**config.mk**
```make
export PLATFORM = sky130hd
export DESIGN_NAME = abro_input_conditioner
export DESIGN_NICKNAME = d
export VERILOG_FILES = /design/src/rtl/abro_pkg.sv /design/src/rtl/abro_debounce_chan.sv /design/src/rtl/abro_input_conditioner.sv
export SDC_FILE = /design/constraint.sdc
export NUM_CORES = 1
export LEC_CHECK = 0
export CAP_MARGIN = 0
export CORE_AREA = 5 5 42 44
export DETAILED_ROUTE_END_ITERATION = 6
export DIE_AREA = 0 0 47 49
export GPL_TIMING_DRIVEN = 0
export SYNTH_ARGS = -nofsm -noshare
export SYNTH_HDL_FRONTEND = slang
export SYNTH_SLANG_ARGS = --single-unit
```
**constraint.sdc**
```tcl
create_clock -name clk -period 1.05 [get_ports clk]
set_input_delay 0.2625 -clock clk [delete_from_list [all_inputs] [get_ports clk]]
set_output_delay 0.2625 -clock clk [all_outputs]
set_load 0.005 [all_outputs]
```
**src/rtl/abro_pkg.sv**
```systemverilog
// abro_pkg: shared constants for the ABRO input conditioner
package abro_pkg;
  localparam int ABRO_DEBOUNCE_DEFAULT = 4;
  localparam int ABRO_SYNC_STAGES = 2;
endpackage

```
**src/rtl/abro_debounce_chan.sv**
```systemverilog
// abro_debounce_chan: synchronise, debounce and rising-edge-pulse one raw button level
module abro_debounce_chan
  import abro_pkg::*;
#(
  parameter int DEBOUNCE_CYCLES = ABRO_DEBOUNCE_DEFAULT,
  parameter int CNT_W = $clog2(DEBOUNCE_CYCLES + 1)
) (
  input  logic clk,
  input  logic reset_n,
  input  logic raw,
  output logic level,
  output logic pulse
);
  localparam logic [CNT_W-1:0] CNT_MAX = CNT_W'(DEBOUNCE_CYCLES - 1);
  logic [ABRO_SYNC_STAGES-1:0] sync_q, sync_d;
  logic [CNT_W-1:0] cnt_q, cnt_d;
  logic lvl_q, lvl_d, pulse_q, pulse_d, s2, hit;
  always_comb begin
    sync_d = {sync_q[ABRO_SYNC_STAGES-2:0], raw};
    s2 = sync_q[ABRO_SYNC_STAGES-1];
    hit = (s2 != lvl_q) && (cnt_q == CNT_MAX);
    cnt_d = (s2 == lvl_q || hit) ? '0 : cnt_q + 1'b1;
    lvl_d = hit ? s2 : lvl_q;
    pulse_d = hit && s2;
  end
  always_ff @(posedge clk or negedge reset_n) begin
    if (!reset_n) begin
      sync_q <= '0;
      cnt_q <= '0;
      lvl_q <= 1'b0;
      pulse_q <= 1'b0;
    end else begin
      sync_q <= sync_d;
      cnt_q <= cnt_d;
      lvl_q <= lvl_d;
      pulse_q <= pulse_d;
    end
  end
  assign level = lvl_q;
  assign pulse = pulse_q;
endmodule

```
**src/rtl/abro_input_conditioner.sv**
```systemverilog
// abro_input_conditioner: two independent debounce channels feeding the ABRO A/B ports
module abro_input_conditioner
  import abro_pkg::*;
#(
  parameter int DEBOUNCE_CYCLES = ABRO_DEBOUNCE_DEFAULT,
  parameter int CNT_W = $clog2(DEBOUNCE_CYCLES + 1)
) (
  input  logic clk,
  input  logic reset_n,
  input  logic a_raw,
  input  logic b_raw,
  output logic a_level,
  output logic b_level,
  output logic a_pulse,
  output logic b_pulse
);
  abro_debounce_chan #(.DEBOUNCE_CYCLES(DEBOUNCE_CYCLES), .CNT_W(CNT_W)) u_a (
    .clk(clk), .reset_n(reset_n), .raw(a_raw), .level(a_level), .pulse(a_pulse)
  );
  abro_debounce_chan #(.DEBOUNCE_CYCLES(DEBOUNCE_CYCLES), .CNT_W(CNT_W)) u_b (
    .clk(clk), .reset_n(reset_n), .raw(b_raw), .level(b_level), .pulse(b_pulse)
  );
endmodule

```
==> summary.md <==
| Metric | Value |
|---|---|
| Status | finished, violations left |
| Failing checks | setup timing |
| Num CTS Buffers | 3 |
| Worst-Skew Late Latency | 270 ps |
| Pwr/cell area | 2440 nW/um2 |
| Yosys cell types | 9 |
| Crit path from | u_b.level |
| Ratio of cells with drive above 1 in the final layout | 47.2% |
| DR iter-0 viols | 4 |
| Clk slew on worst S/H paths | 80 ps |
| Rel. slew slack | 61.3% |
| Largest net degree at the start of global routing | 15 |
| Die Wd | 47 um |
| Final ANT Viol Nets | 0 |
| Fin. Hold Viols | 0 |
| Row count | 14 |
| CTS Hold Bufs | 0 |
| Setup TNS | -24.4 ps |
| Core Area | 1400 um2 |
| Setup ws final | -24.4 ps |
| Syn nets | 44 |
| Multi-input logic area | 201 um2 |
| Util after Layout | 51.2% |
| Drt wl/cell | 12.0 um |
| Pre-CTS WS | -124 ps |
| Fin crit share | 102% |
| Chip height | 49 um |
| Hold crit path type | in -> async |
| Register area | 350 um2 |
| Gr ovfl total | 0 |
| Reg2Reg Depth | 3 |
| MaxCap Viol Count | 0 |
| Reg2Reg Setup Slack | 30 ps |
| Full die area | 2300 um2 |
| Initial Util | 35.9% |
| # IOs | 8 |
| Bufs and invs on worst path | 1 |
| Synth-to-Final Area Change | 42.8% |
| Port Buffers | 7 |
| Antenna fix cells | 0 |
| Worst endpoint required time | 790 ps |
| Vias per cell | 4.49 |
| Dpl cells | 59 |
| Vias after detailed routing | 310 |
| Max FO, Critical Path | 2 |
| Crit Reg-Reg Startpoint | u_a.cnt_q[0] |
| H-tree levels | 1 |
| RSZ-0062 raised after global routing | yes |
| Filler cell count | 129 |
| # DRC | 0 |
| GP Congestion | 0.693 |
| Worst-margin pin slew | 578 ps |
| Total Power | 1.76 mW |
| First-pass GRT wire length | 1.35 mm |
| Setup crit end kind | primary output |
| Post-DP HPWL | 578 um |
| DRT Pass-1 Iters | 2 |
| Post-layout min period | 1070 ps |
| Crit Path Class | reg -> out |
| Post-Syn Area | 503 um2 |
| Seq/Total Area, Yosys | 69.7% |
| Max Freq | 931 MHz |
| Worst path max stage delay | 410 ps |
| Post-route clock skew | 2.23 ps |
| Static Leak | 0.340 nW |
| Max stage delay cell, worst path | dfrtp_1 |
| Crit Reg-Reg Endpoint | u_a.cnt_q[2] |
| Top Family by Delay on Critical Path | flip-flops |
| Post-Layout Cell Count | 69 |
| Root Driver | clkbuf_4 |
| CTS max path bufs | 2 |
| Worst vdd ir | 1150 uV |
| Avg Synthesized Cell Area | 14.0 um2 |
| Final setup fails | 1 |
| Vias in the first global route | 323 |
| Synth Instances | 36 |
| Routed Wire Length | 825 um |
| Max Slew Vio Count | 0 |
| Critical Path Start Type | flop |
| CTS tree | built |
| Synth warn | 0 |
| Layout net count | 62 |
| #FFs+latches synth | 14 |
| Total GRT Usage | 8.18% |
| CTS sink cnt | 14 |
| Critical Path AT | 810 ps |
| Crit-path cells | buf_2 |
| Initial antenna violation count | 0 |
==> registers in the layout, summed over array words and instances (netlist names) <==
name        cells
u_a.sync_q      2
u_b.level       1
u_a.cnt_q       3
u_b.sync_q      2
u_a.level       1
u_b.pulse       1
u_a.pulse       1
u_b.cnt_q       3
==> what timing repair did <==
action / in CTS / in global routing
setup endpoints to repair: 14 / 9
gates cloned: 0 / 0
setup buffers: 4 / 2
gates resized for setup: 25 / 5
pin swaps: 3 / 2
==> power breakdown <==
group,switching (mW),total (mW),internal [mW]
clock,0.157,0.367,0.210
combinational,0.281,0.657,0.377
sequential,0.0633,0.731,0.668
==> worst max path at each step <==
stage | depth (start not counted) | slack (ps) | to
finish | 1 | -20 | b_level
global route | 1 | -40 | b_level
detailed placement | 3 | -120 | u_a.cnt_q[0]
CTS | 1 | -3 | b_level
floorplan | 4 | 4 | u_b.level
global placement | 1 | -110 | a_level
==> layout by cell type, fill, tap and decap left out, drive strengths merged <==
cell and n:
dfrtp 14, buf 10, inv 4, clkbuf 4
nor3 4, ha 4, clkdlybuf4s50 3, xnor2 2
nor3b 2, nor2 2, o21ai 2, nand2 2
==> layer usage <==
| metal | vias to the layer above | share of wire, % | track usage [%] |
|---|---|---|---|
| met4 | 0 | 0 | 2.76 |
| met5 | - | 0 | 0 |
| met1 | 155 | 38 | 8.88 |
| met2 | 5 | 58 | 13.8 |
| met3 | 0 | 3.4 | 3.32 |
| li1 | 150 | - | - |
==> metrics by stage <==
| step | hold WS [ps] | instance area [um2] |
|---|---|---|
| 2_1_floorplan | -33.1 | 503 |
| 3_3_place_gp | 344 | 593 |
| 3_5_place_dp | 340 | 593 |
| 4_1_cts | 370 | 679 |
| 5_1_grt | 380 | 718 |
| 6_report | 359 | 718 |
==> cell usage after synthesis <==
| cell type | n | area [um2] |
|---|---|---|
| dfrtp_1 | 14 | 350 |
| ha_1 | 4 | 50.1 |
| inv_1 | 4 | 15.0 |
| nor3_1 | 4 | 20.0 |
| nand2_1 | 2 | 7.51 |
| nor2_1 | 2 | 7.51 |
| nor3b_2 | 2 | 25.0 |
| o21ai_0 | 2 | 10.0 |
| xnor2_1 | 2 | 17.5 |
==> logic make-up after synthesis <==
family                     Yosys count  share of synthesized area [%]
DFF                                 14                           69.7
and+or+nand+nor                     10                           11.9
buffers and inverters                4                           2.98
adders and majority gates            4                           9.95
AOI/OAI and AO/OA                    2                           1.99
xor gates and xnor gates             2                           3.48
==> area by class of cell <==
| cell class | instances | share of cell area, % |
|---|---|---|
| repair buffers | 13 | 13.2 |
| multi-input cells | 18 | 28.0 |
| well taps | 16 | 2.79 |
| clock buffers | 4 | 5.05 |
| flip-flops and latches | 14 | 48.8 |
| inverters | 4 | 2.09 |
(Power assumes the default switching activity.)
==> variant 1, RTL diff (same flow settings) <==
The package constant `ABRO_SYNC_STAGES` goes from 2 to 4.
--- a/src/rtl/abro_pkg.sv
+++ b/src/rtl/abro_pkg.sv
@@ -1,6 +1,6 @@
 // abro_pkg: shared constants for the ABRO input conditioner
 package abro_pkg;
   localparam int ABRO_DEBOUNCE_DEFAULT = 4;
-  localparam int ABRO_SYNC_STAGES = 2;
+  localparam int ABRO_SYNC_STAGES = 4;
 endpackage
 
Behaviour: not the same (Yosys sat finds a counterexample within 10 cycles, from zero or initial values and one cycle with reset_n low).
==> variant 1 against the unedited design <==
Non-clock buffer count is 1 lower; worst setup slack improved by 0.015 ns; clock skew fell by 0.00058 ns; sequential cell count grew 4; power grew 11%; synthesized area grew 20%; wire length up 9.5%; largest cell class unchanged; final area increased by 15%; the flow still finishes with violations (setup timing).
==> variant 1: results (changes against the unedited design) <==
| Metric | Value |
|---|---|
| Result of the run | `complete, but fails checks` |
| Failing checks | `setup timing` |
| Global-route usage over all layers | `9.69% (+1.5 points)` |
| WL met3 | `47 um (+68%)` |
| Setup_tns | `-0.00940 ns (+0.0150 ns)` |
| Met2 Use GR | `16.1% (+2.3 points)` |
| M3 GR Usage | `2.58% (-0.74 points)` |
| Largest net degree at the start of global routing | `19 (+4)` |
| Relative slew slack | `49.9% (-11 points)` |
| Clk slew on worst S/H paths | `0.10 ns (+0.02 ns)` |
| First-pass GRT wire length | `1.53 mm (+14%)` |
| Final wirelength | `903 um (+9.5%)` |
| Static Leak | `0.397 nW (+17%)` |
| Mapped Nets | `48 (+9.1%)` |
| Seq/Total Area, Yosys | `74.7% (+5.0 points)` |
| Synth top cells by count | `dfrtp_1 (18), ha_1 (4), inv_1 (4), nor3_1 (4)` |
| Worst clock skew | `0.00165 ns (-0.000585 ns)` |
| Top post-synthesis cells by area | `dfrtp_1 (75%), ha_1 (8.3%), nor3b_2 (4.1%), nor3_1 (3.3%), xnor2_1 (2.9%)` |
| Via-to-Cell Ratio | `4.72 (+5.1%)` |
| Setup violators final | `1 (unchanged)` |
| Top Registers | `u_a.sync_q x4, u_b.sync_q x4` |
| Iter 0 DRT Violations | `1 (-3)` |
| IR drop worst, VDD | `1.27 mV (+11%)` |
| M1 GR Usage | `10.5% (+1.6 points)` |
| Worst path max stage delay | `0.39 ns (-0.02 ns)` |
| Metal-1 WL | `324 um (+2.2%)` |
| Routability cong. | `0.606 (-13%)` |
| Setup WS post-layout | `-0.00940 ns (+0.0150 ns)` |
variant 1: cell types whose count changed after synthesis:
cell,unedited run,this run
dfrtp_1,14,18
variant 1: worst paths after layout:
kind                                from             to  slack (ns)  cells after the start
max                            u_a.level        a_level      -0.009                      1
min                              reset_n   u_a.cnt_q[2]        0.02                      1
max reg2reg                 u_b.cnt_q[0]   u_b.cnt_q[0]        0.02                      3
min reg2reg                u_a.sync_q[1]  u_a.sync_q[2]        0.36                      0
max in group asynchronous        reset_n   u_b.cnt_q[0]        0.56                      1
min in group clk           u_a.sync_q[1]  u_a.sync_q[2]        0.36                      0
variant 1: final cells by class:
cell class,count,area [um2]
repair buffers,12,90.1
flip-flops and latches,18,450
clock buffers,4,36.3
fillers,112,578
well taps,16,20.0
multi-input cells,18,211
inverters,4,15.0
variant 1: power by group:
group	internal [W]	switching (W)	total, W
combinational	0.000367	0.000293	0.000660
clock	0.000211	0.000197	0.000408
sequential	0.000829	0.0000561	0.000885
variant 1: through the flow:
step	utilization [%]	cells	area, um2	total power [W]
final	58.8	72	823	0.00195
after global routing	58.8	72	823	0.00210
after CTS	55.3	71	774	0.00183
after detailed placement	49.5	63	693	0.00130
after global placement	49.5	63	693	0.00126
after floorplan	-	40	603	0.00114
variant 1: repair_timing:
item                                    CTS  global route
pin swaps                                 2             3
endpoints found under the hold margin     0             0
endpoints found under the setup margin   14            30
buffers inserted                          4             1
gates resized for setup                  23            11
variant 1: cell families (layout without fill, tap and decap cells):
group | count (synthesis) | count (layout) | synth area share (%)
flip-flops | 18 | 18 | 74.7
AO/OA/AOI/OAI | 2 | 2 | 1.66
XOR/XNOR | 2 | 2 | 2.91
adder cells (fa/ha/maj) | 4 | 4 | 8.30
AND/OR/NAND/NOR | 10 | 10 | 9.96
buffers and inverters | 4 | 20 | 2.49
==> variant 2, RTL diff (config.mk and constraints unchanged) <==
Without the edit above. Put a register stage on the output `b_level`. The value now appears one clock later. The other outputs are not delayed to match.
--- a/src/rtl/abro_input_conditioner.sv
+++ b/src/rtl/abro_input_conditioner.sv
@@ -14,11 +14,17 @@
   output logic a_pulse,
   output logic b_pulse
 );
+
+  logic b_level_d;
   abro_debounce_chan #(.DEBOUNCE_CYCLES(DEBOUNCE_CYCLES), .CNT_W(CNT_W)) u_a (
     .clk(clk), .reset_n(reset_n), .raw(a_raw), .level(a_level), .pulse(a_pulse)
   );
   abro_debounce_chan #(.DEBOUNCE_CYCLES(DEBOUNCE_CYCLES), .CNT_W(CNT_W)) u_b (
-    .clk(clk), .reset_n(reset_n), .raw(b_raw), .level(b_level), .pulse(b_pulse)
+    .clk(clk), .reset_n(reset_n), .raw(b_raw), .level(b_level_d), .pulse(b_pulse)
   );
+  always_ff @(posedge clk) begin
+      b_level <= b_level_d;
+  end
+
 endmodule
 
Check against the original RTL: not equivalent (a bounded check fails within 10 cycles, from zero or initial values and one cycle with reset_n low).
==> variant 2 against the unedited design <==
Final area grew 1.2%; worst hold slack lost 0.0048 ns; sequential cell count grew 1; fmax grew 2.8%; sequential power grew 9.4%; power grew 0.95%; global-route usage grew 1.1 points; non-clock buffer count shrank 2; synthesized cell count grew 2.8%; wire length grew 8.4%; worst setup slack gained 0.030 ns; synthesized area grew 4.0%; critical endpoint is now u_a.cnt_q[2]; largest cell class unchanged; largest power group unchanged.
==> variant 2: results (changes against the unedited design) <==
| Metric | Value |
|---|---|
| Result of the run | `finished clean` |
| Via-to-Cell Ratio | `4.75 (+5.7%)` |
| Hold Slack | `0.354 ns (-0.00477 ns)` |
| Share of layout cells above drive strength 1 | `48.1% (+0.91 points)` |
| Top post-synthesis cells by area | `dfrtp_1 (67%), ha_1 (9.6%), nor3b_2 (4.8%), dfxtp_1 (3.8%), nor3_1 (3.8%)` |
| Largest net degree at the start of global routing | `15 (unchanged)` |
| Routability cong. | `0.719 (+3.7%)` |
| Top Registers | `u_a.cnt_q x3, u_b.cnt_q x3` |
| IR drop worst, VDD | `1.11 mV (-3.4%)` |
| Clk_lat worst skew | `0.28 ns` |
| Pint | `0.00123 W (-1.7%)` |
| Pre-CTS setup slack | `-0.131 ns (-0.00724 ns)` |
| DP Wirelength | `582 um (+0.80%)` |
| Mean Syn Cell Area | `14.1 um2 (+1.2%)` |
| Warnings from Yosys | `0 (unchanged)` |
| Worst clock skew | `0.00297 ns (+0.000738 ns)` |
| Final std cells w/o fill | `68 (-1.4%)` |
| Non-CTS buffers | `11 (-2)` |
| Slowest-stage cell, CP | `dfrtp_1` |
| TritonCTS Buffers | `3 (unchanged)` |
| Mapped Nets | `45 (+2.3%)` |
| Clk cell area share | `3.61% (-1.4 points)` |
| Clk slew on worst S/H paths | `0.08 ns (about the same)` |
| Worst EP arrival | `1.25 ns (+0.44 ns)` |
| Worst path top cell family by delay | `flip-flops` |
| Iter 0 DRT Violations | `2 (-2)` |
| Multi-input logic area | `215 um2 (+6.8%)` |
| R2R cell count | `3 (unchanged)` |
| CP max FO | `5 (+3)` |
| Seq/Total Area, Yosys | `70.8% (+1.2 points)` |
| Post-synth ARST share | `93.3% (-6.7 points)` |
| HP Class | `reg2reg` |
| R2r setup slk | `0.005 ns (-0.02 ns)` |
| Final wirelength | `894 um (+8.4%)` |
| Non-clk buf share | `11.0% (-2.2 points)` |
| P per Cell Area | `2440 mW/mm2 (-0.26%)` |
| CTS resizes | `23 (-8.0%)` |
| Final #Nets | `61 (-1.6%)` |
| First-pass GRT wire length | `1.50 mm (+11%)` |
| Global-route usage over all layers | `9.25% (+1.1 points)` |
| Distinct cells, synth | `10 (+1)` |
| Synth top cells by count | `dfrtp_1 (14), ha_1 (4), inv_1 (4), nor3_1 (4)` |
| Static Leak | `0.338 nW (-0.74%)` |
| Placed Instances | `60 (+1.7%)` |
| #MultiIn Comb | `18 (unchanged)` |
| Fillers | `129 (unchanged)` |
| Clock buffer cells | `4 (unchanged)` |
| Buffer depth of the longest clock path | `2 (unchanged)` |
| Vias in the first global route | `362 (+12%)` |
| Relative slew slack | `59.9% (-1.5 points)` |
| Hold depth | `0` |
| CTS sink count | `15 (+1)` |
| Worst path max stage delay | `0.40 ns` |
| DP Area | `613 um2 (+3.4%)` |
| Register area | `370 um2 (+5.7%)` |
| Hold endpoint | `u_a.sync_q[1]` |
| Post-CTS Setup Repair Bufs | `3 (-1)` |
| Port bufs | `7 (unchanged)` |
-- variant 2: changes by cell type after synthesis --
cell,delta
dfxtp_1,+1
-- variant 2: how the worst max path moves through the flow --
stage                            start  cells after the start           end  slack [ns]
after CTS                 u_b.cnt_q[0]                      3  u_b.cnt_q[2]       0.002
after global placement       u_a.level                      1       a_level       -0.11
after detailed placement     u_a.level                      1       a_level       -0.13
final                     u_a.cnt_q[0]                      3  u_a.cnt_q[2]       0.005
after floorplan           u_b.cnt_q[0]                      4     u_b.level       0.004
after global routing         u_a.level                      1       a_level       -0.04
-- variant 2: logic make-up after synthesis --
group | after synthesis | share of synthesized area, %
flops | 15 | 70.8
compound gates | 2 | 1.91
buf+inv | 4 | 2.87
simple gates | 10 | 11.5
fa+ha+maj | 4 | 9.57
xor+xnor | 2 | 3.35
-- variant 2: power by group through the flow --
stage | combinational [W] | sequential, W | clock (W)
2_1_floorplan | 0.000225 | 0.000804 | 0
3_3_place_gp | 0.000347 | 0.000805 | 0
3_5_place_dp | 0.000385 | 0.000823 | 0
4_1_cts | 0.000509 | 0.000796 | 0.000326
5_1_grt | 0.000733 | 0.000823 | 0.000349
6_report | 0.000658 | 0.000800 | 0.000314
-- variant 2: stage by stage --
| step | utilization, % | power [W] |
|---|---|---|
| after floorplan | - | 0.00103 |
| after global placement | 43.8 | 0.00115 |
| after detailed placement | 43.8 | 0.00121 |
| after CTS | 48.3 | 0.00163 |
| after global routing | 51.9 | 0.00191 |
| final | 51.9 | 0.00177 |
-- variant 2: layer usage --
| metal | track usage, % | part of all wire (%) | vias to the layer above |
|---|---|---|---|
| met1 | 10.3 | 36 | 161 |
| met5 | 0 | 0 | - |
| li1 | - | - | 150 |
| met3 | 3.32 | 6.5 | 4 |
| met4 | 4.15 | 2.2 | 0 |
| met2 | 15.2 | 55 | 8 |
